<file path="config.mk">
export PLATFORM = sky130hd
export DESIGN_NAME = eproc_in_frame_assembler
export DESIGN_NICKNAME = d
export VERILOG_FILES = /design/src/rtl/eproc_in_frame_assembler.sv
export SDC_FILE = /design/constraint.sdc
export NUM_CORES = 1
export LEC_CHECK = 0
export BUFFER_PORTS_ARGS = -buffer_cell sky130_fd_sc_hd__buf_2
export CORE_ASPECT_RATIO = 0.7
export CORE_MARGIN = 2
export CORE_UTILIZATION = 60
export DETAILED_ROUTE_END_ITERATION = 7
export PLACE_DENSITY = 0.94
export SYNTH_ARGS = -nofsm -noshare
export SYNTH_HDL_FRONTEND = slang
export SYNTH_SLANG_ARGS = --single-unit
</file>
<file path="constraint.sdc">
create_clock -name bitCLKx4 -period 5.2 [get_ports bitCLKx4]
set_input_delay 0.52 -clock bitCLKx4 [delete_from_list [all_inputs] [get_ports bitCLKx4]]
set_output_delay 0.52 -clock bitCLKx4 [all_outputs]
set_load 0.02 [all_outputs]
</file>
<file path="src/rtl/eproc_in_frame_assembler.sv">
// eproc_in_frame_assembler
//   Takes decoded 8b10b characters from the e-link decoder and packs SOP / data / EOP
//   character streams into 10-bit flagged words for the RX FIFO. It enforces frame
//   structure: a maximum frame length, an inter-character timeout, and frames dropped
//   at SOP when the FIFO is nearly full. It also keeps saturating status counters.
//
// Ports
//   bitCLKx4    in   sole clock, rising edge
//   rst         in   asynchronous active-high reset
//   HGFEDCBA    in   [7:0] decoded byte
//   ISK         in   [1:0] 00 data, 10 SOP, 01 EOP, 11 comma/idle
//   DATA_RDY    in   one-cycle strobe qualifying HGFEDCBA/ISK (at least 2 cycles apart)
//   fifo_pfull  in   RX FIFO programmable-full, looked at only when a frame starts
//   fifo_din    out  [9:0] {flag, byte}: 10 SOP, 00 data, 01 EOP, 11 error
//   fifo_wr_en  out  one-cycle write strobe for fifo_din
//   busy        out  high whenever a frame is open or being discarded
//   frame_cnt   out  [CNT_W-1:0] good frames closed with EOP
//   err_cnt     out  [CNT_W-1:0] protocol errors
//   drop_cnt    out  [CNT_W-1:0] frames refused at SOP because of fifo_pfull
module eproc_in_frame_assembler #(
  parameter int MAX_LEN = 256,
  parameter int TIMEOUT = 4096,
  parameter int CNT_W   = 16
) (
  input  logic             bitCLKx4,
  input  logic             rst,
  input  logic [7:0]       HGFEDCBA,
  input  logic [1:0]       ISK,
  input  logic             DATA_RDY,
  input  logic             fifo_pfull,
  output logic [9:0]       fifo_din,
  output logic             fifo_wr_en,
  output logic             busy,
  output logic [CNT_W-1:0] frame_cnt,
  output logic [CNT_W-1:0] err_cnt,
  output logic [CNT_W-1:0] drop_cnt
);

  localparam int LEN_W = $clog2(MAX_LEN + 1);
  localparam int TMR_W = $clog2(TIMEOUT + 1);

  localparam logic [LEN_W-1:0] LEN_MAX  = LEN_W'(MAX_LEN);
  localparam logic [TMR_W-1:0] TMR_LAST = TMR_W'(TIMEOUT - 1);

  localparam logic [1:0] ISK_DATA  = 2'b00;
  localparam logic [1:0] ISK_EOP   = 2'b01;
  localparam logic [1:0] ISK_SOP   = 2'b10;
  localparam logic [1:0] ISK_COMMA = 2'b11;

  localparam logic [1:0] FLAG_DATA = 2'b00;
  localparam logic [9:0] WORD_SOP  = 10'h200;
  localparam logic [9:0] WORD_EOP  = 10'h100;
  localparam logic [9:0] WORD_E1   = 10'h3E1;  // frame longer than MAX_LEN
  localparam logic [9:0] WORD_E2   = 10'h3E2;  // SOP inside an open frame
  localparam logic [9:0] WORD_E3   = 10'h3E3;  // inter-character timeout

  typedef enum logic [1:0] {
    ST_IDLE  = 2'b00,
    ST_FRAME = 2'b01,
    ST_DROP  = 2'b10
  } state_t;

  state_t           state_q,     state_d;
  logic [LEN_W-1:0] len_q,       len_d;
  logic [TMR_W-1:0] timer_q,     timer_d;
  logic             sop_pend_q,  sop_pend_d;
  logic [9:0]       fifo_din_q,  fifo_din_d;
  logic             fifo_wr_q,   fifo_wr_d;
  logic [CNT_W-1:0] frame_cnt_q, frame_cnt_d;
  logic [CNT_W-1:0] err_cnt_q,   err_cnt_d;
  logic [CNT_W-1:0] drop_cnt_q,  drop_cnt_d;

  // Counters stick at all-ones instead of wrapping.
  function automatic logic [CNT_W-1:0] sat_inc(input logic [CNT_W-1:0] v);
    return (&v) ? v : v + 1'b1;
  endfunction

  always_comb begin
    state_d     = state_q;
    len_d       = len_q;
    timer_d     = timer_q;
    sop_pend_d  = 1'b0;
    fifo_din_d  = fifo_din_q;
    fifo_wr_d   = 1'b0;
    frame_cnt_d = frame_cnt_q;
    err_cnt_d   = err_cnt_q;
    drop_cnt_d  = drop_cnt_q;

    case (state_q)
      ST_IDLE, ST_DROP: begin
        timer_d = '0;
        if (DATA_RDY) begin
          case (ISK)
            ISK_SOP: begin
              // The FIFO headroom decision is made once per frame, here.
              if (fifo_pfull) begin
                drop_cnt_d = sat_inc(drop_cnt_q);
                state_d    = ST_DROP;
              end else begin
                fifo_din_d = WORD_SOP;
                fifo_wr_d  = 1'b1;
                len_d      = '0;
                state_d    = ST_FRAME;
              end
            end
            ISK_EOP: begin
              if (state_q == ST_IDLE) err_cnt_d = sat_inc(err_cnt_q);
              else                    state_d   = ST_IDLE;
            end
            ISK_DATA: begin
              // Stray data outside a frame is an error; inside a dropped frame it is expected.
              if (state_q == ST_IDLE) err_cnt_d = sat_inc(err_cnt_q);
            end
            ISK_COMMA: ;
            default: ;
          endcase
        end
      end

      ST_FRAME: begin
        if (sop_pend_q) begin
          // Second half of a SOP-inside-frame: the error word went out last cycle,
          // now open the new frame. DATA_RDY spacing keeps this slot free of characters.
          timer_d = timer_q + 1'b1;
          if (fifo_pfull) begin
            drop_cnt_d = sat_inc(drop_cnt_q);
            state_d    = ST_DROP;
          end else begin
            fifo_din_d = WORD_SOP;
            fifo_wr_d  = 1'b1;
            len_d      = '0;
          end
        end else if (DATA_RDY) begin
          // A character arriving on the expiry cycle wins over the timeout.
          timer_d = '0;
          case (ISK)
            ISK_DATA: begin
              fifo_wr_d = 1'b1;
              if (len_q == LEN_MAX) begin
                fifo_din_d = WORD_E1;
                err_cnt_d  = sat_inc(err_cnt_q);
                state_d    = ST_DROP;
              end else begin
                fifo_din_d = {FLAG_DATA, HGFEDCBA};
                len_d      = len_q + 1'b1;
              end
            end
            ISK_EOP: begin
              fifo_din_d  = WORD_EOP;
              fifo_wr_d   = 1'b1;
              frame_cnt_d = sat_inc(frame_cnt_q);
              state_d     = ST_IDLE;
            end
            ISK_SOP: begin
              fifo_din_d = WORD_E2;
              fifo_wr_d  = 1'b1;
              err_cnt_d  = sat_inc(err_cnt_q);
              sop_pend_d = 1'b1;
            end
            ISK_COMMA: ;
            default: ;
          endcase
        end else if (timer_q == TMR_LAST) begin
          fifo_din_d = WORD_E3;
          fifo_wr_d  = 1'b1;
          err_cnt_d  = sat_inc(err_cnt_q);
          timer_d    = '0;
          state_d    = ST_IDLE;
        end else begin
          timer_d = timer_q + 1'b1;
        end
      end

      default: begin
        state_d = ST_IDLE;
        timer_d = '0;
      end
    endcase
  end

  always_ff @(posedge bitCLKx4 or posedge rst) begin
    if (rst) begin
      state_q     <= ST_IDLE;
      len_q       <= '0;
      timer_q     <= '0;
      sop_pend_q  <= 1'b0;
      fifo_din_q  <= '0;
      fifo_wr_q   <= 1'b0;
      frame_cnt_q <= '0;
      err_cnt_q   <= '0;
      drop_cnt_q  <= '0;
    end else begin
      state_q     <= state_d;
      len_q       <= len_d;
      timer_q     <= timer_d;
      sop_pend_q  <= sop_pend_d;
      fifo_din_q  <= fifo_din_d;
      fifo_wr_q   <= fifo_wr_d;
      frame_cnt_q <= frame_cnt_d;
      err_cnt_q   <= err_cnt_d;
      drop_cnt_q  <= drop_cnt_d;
    end
  end

  assign fifo_din   = fifo_din_q;
  assign fifo_wr_en = fifo_wr_q;
  assign busy       = (state_q != ST_IDLE);
  assign frame_cnt  = frame_cnt_q;
  assign err_cnt    = err_cnt_q;
  assign drop_cnt   = drop_cnt_q;

endmodule

</file>
# Yosys cells after proc, flatten, opt, wreduce, memory -nomap -nowiden
# Index checks and enable logic that the tools add are counted.
totals:
  output_inout_bits: 60
  ff_bits: 84
  elab_cells: 117
  in_bits: 14
op_classes:
  n_bitwise: 2
  n_eq_ne: 25
  n_reduce_logical: 16
  muxes: 60
  add_sub_neg: 5
op_table:
  columns: ["op", "count"]
  rows:
  - ["two-way mux 16 bit", 13]
  - ["case mux 16 bit (2 select lines)", 3]
  - ["two-way mux 10 bit", 7]
  - ["two-way mux 9 bit", 7]
  - ["two-way mux 13 bit", 4]
  - ["adder 16 x 1 -> 16 bit, second input constant", 3]
  - ["AND reduction 16 bit", 3]
  - ["case mux 10 bit (3 select lines)", 1]
  - ["case mux 10 bit (2 select lines)", 1]
  - ["inequality test 3 bit, second input constant", 6]
  - ["case mux 9 bit (2 select lines)", 1]
  - ["two-way mux 2 bit", 8]
  - ["adder 13 x 1 -> 13 bit, second input constant", 1]
  - ["== test 13 x 12 -> 1 bit, second input constant", 1]
  - ["inequality test 2 bit, second input constant", 6]
  - ["case mux 2 bit (2 select lines)", 3]
  - ["two-way mux 1 bit", 11]
  - ["AND reduction 5 bit", 2]
  - ["adder 9 x 1 -> 9 bit, second input constant", 1]
  - ["== test 9 bit, second input constant", 1]
  - ["inequality test 4 bit, second input constant", 2]
  - ["AND reduction 8 bit", 1]
  - ["AND reduction 7 bit", 1]
  - ["inequality test 6 x 3 -> 1 bit, second input constant", 1]
  - ["14 further kinds", 20]

# Longest topological paths before layout
depth:
  depth_word: 7
  ltp_mapped: 10
  depth_no_buf: 7

# Least setup slack after synthesis
# OpenSTA, ideal clock, no wires.
synth_timing:
  path_kind: "input-to-reg"
  from: "in ISK[0]"
  to: "reg err_cnt_q[1], in the netlist err_cnt[1]"
  cell_stages: 8
  arrival_time_ns: 2.203
  t_required_ns: 5.072
  n_path_buf: 1
  slack_ns: 2.869
  setup_time_ns: 0.128
  cell_sequence: "inv_1 > ha_1 > nor2_1 > a31o_1 > or4_4 > buf_6 > nor3_2 > mux2_1"
synth_between:
  elab_chain_cells: 5
  elab_cells_between_ends: 12
  classes_between: "5 x eq/ne; 4 x mux; 3 x reduce/logical"
synth_lines:
  columns: ["element", "line", "text"]
  rows:
  - ["start: declaration", "28", "input logic [1:0] ISK,"]
  - ["== test 2 bit / zero test 2 bit (equally long branches)", "136, 93", null]
  - ["case mux 16 bit (2 select lines)", "136", "case (ISK)"]
  - ["two-way mux 16 bit", "133", "end else if (DATA_RDY) begin"]
  - ["two-way mux 16 bit", "121", "if (sop_pend_q) begin"]
  - ["case mux 16 bit (2 select lines)", "89", "case (state_q)"]
  - ["end signal: assignment", "200", "err_cnt_q <= err_cnt_d;"]
  - ["end: declaration", "70", "logic [CNT_W-1:0] err_cnt_q, err_cnt_d;"]
# Several ways; a longest one is shown, not always the timed one. The select of a mux whose other input is x is not followed.
# A chain may end at the register's enable or synchronous reset.

# Final worst setup path
layout_timing:
  from: "reg err_cnt_q[3], in the netlist err_cnt[3]"
  to: "reg err_cnt_q[1], in the netlist err_cnt[1]"
layout_between:
  elab_chain_cells: 7
  elab_cells_between_ends: 11
  classes_between: "10 x mux; 1 x reduce/logical"
layout_lines:
  columns: ["element", "line", "text"]
  rows:
  - ["AND reduction 16 bit *", "75", "return (&v) ? v : v + 1'b1;"]
  - ["two-way mux 16 bit *", null, null]
  - ["two-way mux 16 bit", null, null]
  - ["case mux 16 bit (2 select lines)", null, null]
  - ["two-way mux 16 bit (2 in a row)", null, null]
  - ["case mux 16 bit (2 select lines) *", null, null]
# Mark *: on every way between the ends. The rest lies on a longest branch, timed or not. The select of a mux whose other input is x is not followed.

==> impl_metrics.tcl <==
set metrics [dict create \
    cts_buffer_depth 2 \
    synth_cell_types 62 \
    netlist_instances 446 \
    peakVddDrop_uv 224 \
    start_util 0.624 \
    holdBufCountCts 0 \
    ys.flop_type "dfrtp_1" \
    routed-wl-met3_um 700 \
    p_sw_uw 785 \
    rsz0062_at_grt "false" \
    clkSinkCount 84 \
    vias 3803 \
    wl_per_cell_um 17.1 \
    worstPathRequired_ns 5.43 \
    fin_setup_tns_ns 0 \
    timing.max_cap.violations 0 \
    grt_pass1_wl_um 17700 \
    post_cts_buffers 0 \
    skew_ns 0.0133 \
    dieArea_um2 8370 \
    drt_iter0_markers 301 \
    tightest_slew_ns 1.19 \
    drive_above_1_share 0.215 \
    finalSetupViolCount 0 \
    synth_edf_count 0 \
    crit_arrival_ns 2.99 \
    yosys.area.top_type "dfrtp_1" \
    nets 540 \
    ctsResizeCount 0 \
    wl_met2_um 5120 \
    num_io_pins 74 \
    synth_area_leaders "dfrtp_1, xor2_1, xnor2_1, nor4_4, nor2_1" \
    seq_area_frac_synth 0.458 \
    clkLatencyLatePin_ns 0.36 \
    ys_seq_elements 84 \
    async_flop_share 1.00 \
    core_area_um2 7350 \
    grt_overflow 0 \
    portBuffers 73 \
    grt_max_degree 85 \
    syn_nets 470 \
    viasPerCell 6.15 \
    synth_common_cells "dfrtp_1, nor2_1, xor2_1" \
    start_kind "flip-flop" \
    drc 0 \
    cpPeakStageDelay_ns 1.08 \
    grt_usage 0.268 \
    detail-route-antenna-nets 0 \
    power.density_nw_per_um2 394 \
    finalCriticalPeriod_ns 2.76 \
    cp-end-kind "flip-flop" \
    syn_area_um2 4590 \
    p_int_uw 1270 \
    firstDrtPassIters 5 \
    cp_top_family "simple AND/OR/NAND/NOR gates" \
    swShare 0.382 \
    hpwl_um 7320 \
    path_max_fanout 10 \
    die_x_um 108 \
    leakage_uw 0.00241 \
    drt_wl_total_um 10600 \
    yosysMostFrequentCell "dfrtp_1" \
    fp-row-count 26 \
    hold_viol_final 0 \
    clkTransAtPathRegs_ns 0.08 \
    slew_headroom 0.200 \
    fin_crit_sh 0.530 \
    min_path_type "primary input to flip-flop" \
    critPathBufInv 1 \
    slew_violations 0 \
    grt_pass1_vias 3675 \
    synth_top_area_share 0.458 \
    path_class "flip-flop to flip-flop" \
    globalplace.congestion 0.933 \
    cts_root_buf "clkbuf_8" \
    htreeDepth 3 \
    dieHeight_um 77.1 \
    synth_warnings 0 \
    max_freq_mhz 363 \
    pwr-share-comb 0.313 \
    met1Wirelength_um 4550 \
    cts_tree "done" \
    path_cells "nand4_1 > nor4_2 > buf_4 > nor3_2 > mux2_1" \
    cp_slowest_cell "nor4_2" \
    syn_to_final_growth_pct 13.8 \
    diodes 0 \
    antenna_found_initial 0 \
    seqPwrFrac 0.439 \
    hold_ws_ns 0.412 \
    cts_buffers 9 \
    highest_layer "met4" \
    synth_area_per_cell_um2 10.3 \
    status "finished, final reports clean" \
    power_frac_clock 0.248 \
]
==> cell families (layout without fill, tap and decap cells) <==
family,Yosys count,count (layout),synth area share
AND/OR/NAND/NOR,189,189,0.256
flip-flops,84,84,0.458
AO/OA/AOI/OAI,69,69,0.104
XOR/XNOR,53,53,0.101
buffers and inverters,33,107,0.0347
adder cells (fa/ha/maj),10,10,0.0273
multiplexers,8,8,0.0191
==> worst register-to-register path: stages, from the launching register on <==
cell and delay (ns):
dfrtp_1 0.46, nand4_1 0.30, nor4_2 1.08, buf_4 0.37
nor3_2 0.09, mux2_1 0.35
==> cells in the final DEF (no fill, tap or decap), types with 5 or more instances in the layout <==
master    count
a21oi_1       8
xor2_1       32
nor3_1       11
nor2_1       39
dfrtp_1      84
or3_1         5
buf_2        73
o21ai_0      17
o21ai_1       6
nand3_1      26
and2_1        5
clkbuf_8     10
and3_1        9
inv_1        15
nand4_1      18
nand2_1      30
mux2_1        6
nor4_4        7
o31ai_1       7
and4_1        6
xnor2_1      21
ha_1         10
==> worst paths after layout <==
path / end / slack (ns) / cells after the start / startpoint
setup / recovery: err_cnt[1]$_DFFE_PP0P_ / 2.44 / 5 / err_cnt[3]$_DFFE_PP0P_
hold / removal: fifo_din[2]$_DFFE_PP0P_ / 0.41 / 2 / HGFEDCBA[2]
setup reg to reg: err_cnt[1]$_DFFE_PP0P_ / 2.44 / 5 / err_cnt[3]$_DFFE_PP0P_
hold reg to reg: len_q[8]$_DFFE_PP0P_ / 0.47 / 1 / len_q[8]$_DFFE_PP0P_
max in group asynchronous: len_q[8]$_DFFE_PP0P_ / 4.07 / 3 / rst
min in group asynchronous: timer_q[0]$_DFF_PP0_ / 0.48 / 3 / rst
==> through the flow <==
step	std cells	utilization	total power, uW	instance area (um^2)	worst slack, ns
after detailed placement	603	0.681	1550	5000	2.47
after global placement	603	0.681	1510	5000	2.57
final	618	0.710	2060	5220	2.44
after CTS	618	0.710	2060	5220	2.44
after global routing	618	0.710	2170	5220	2.28
after floorplan	446	-	1370	4590	2.51
==> layout make-up <==
cell class                 count  area, um^2
sequential                    84        2100
clock inverter                 4        73.8
multi-input combinational    329        2330
clock buffer                  11         141
fill                         520        2130
inverter                      16        61.3
tap                           98         123
timing repair buffer          76         388
==> sequential cells by signal (all words and copies together), names as in the netlist <==
signal / cells
drop_cnt: 16
err_cnt: 16
fifo_din: 10
fifo_wr_en: 1
frame_cnt: 16
len_q: 9
sop_pend_q: 1
state_q: 2
timer_q: 13
==> power groups by stage <==
stage	Combinational (uW)	Sequential (uW)	Clock, uW
floorplan	403	966	0
global placement	612	897	0
detailed placement	640	910	0
CTS	646	898	513
global route	704	920	545
finish	644	903	509
==> metal layers <==
metal  vias up  global-route usage
met4         0              0.0885
met1      1852               0.372
met5         -                   0
met3        26              0.0680
li1       1763                   -
met2       162               0.411
Note: power is estimated with default switching activity, not from simulation.
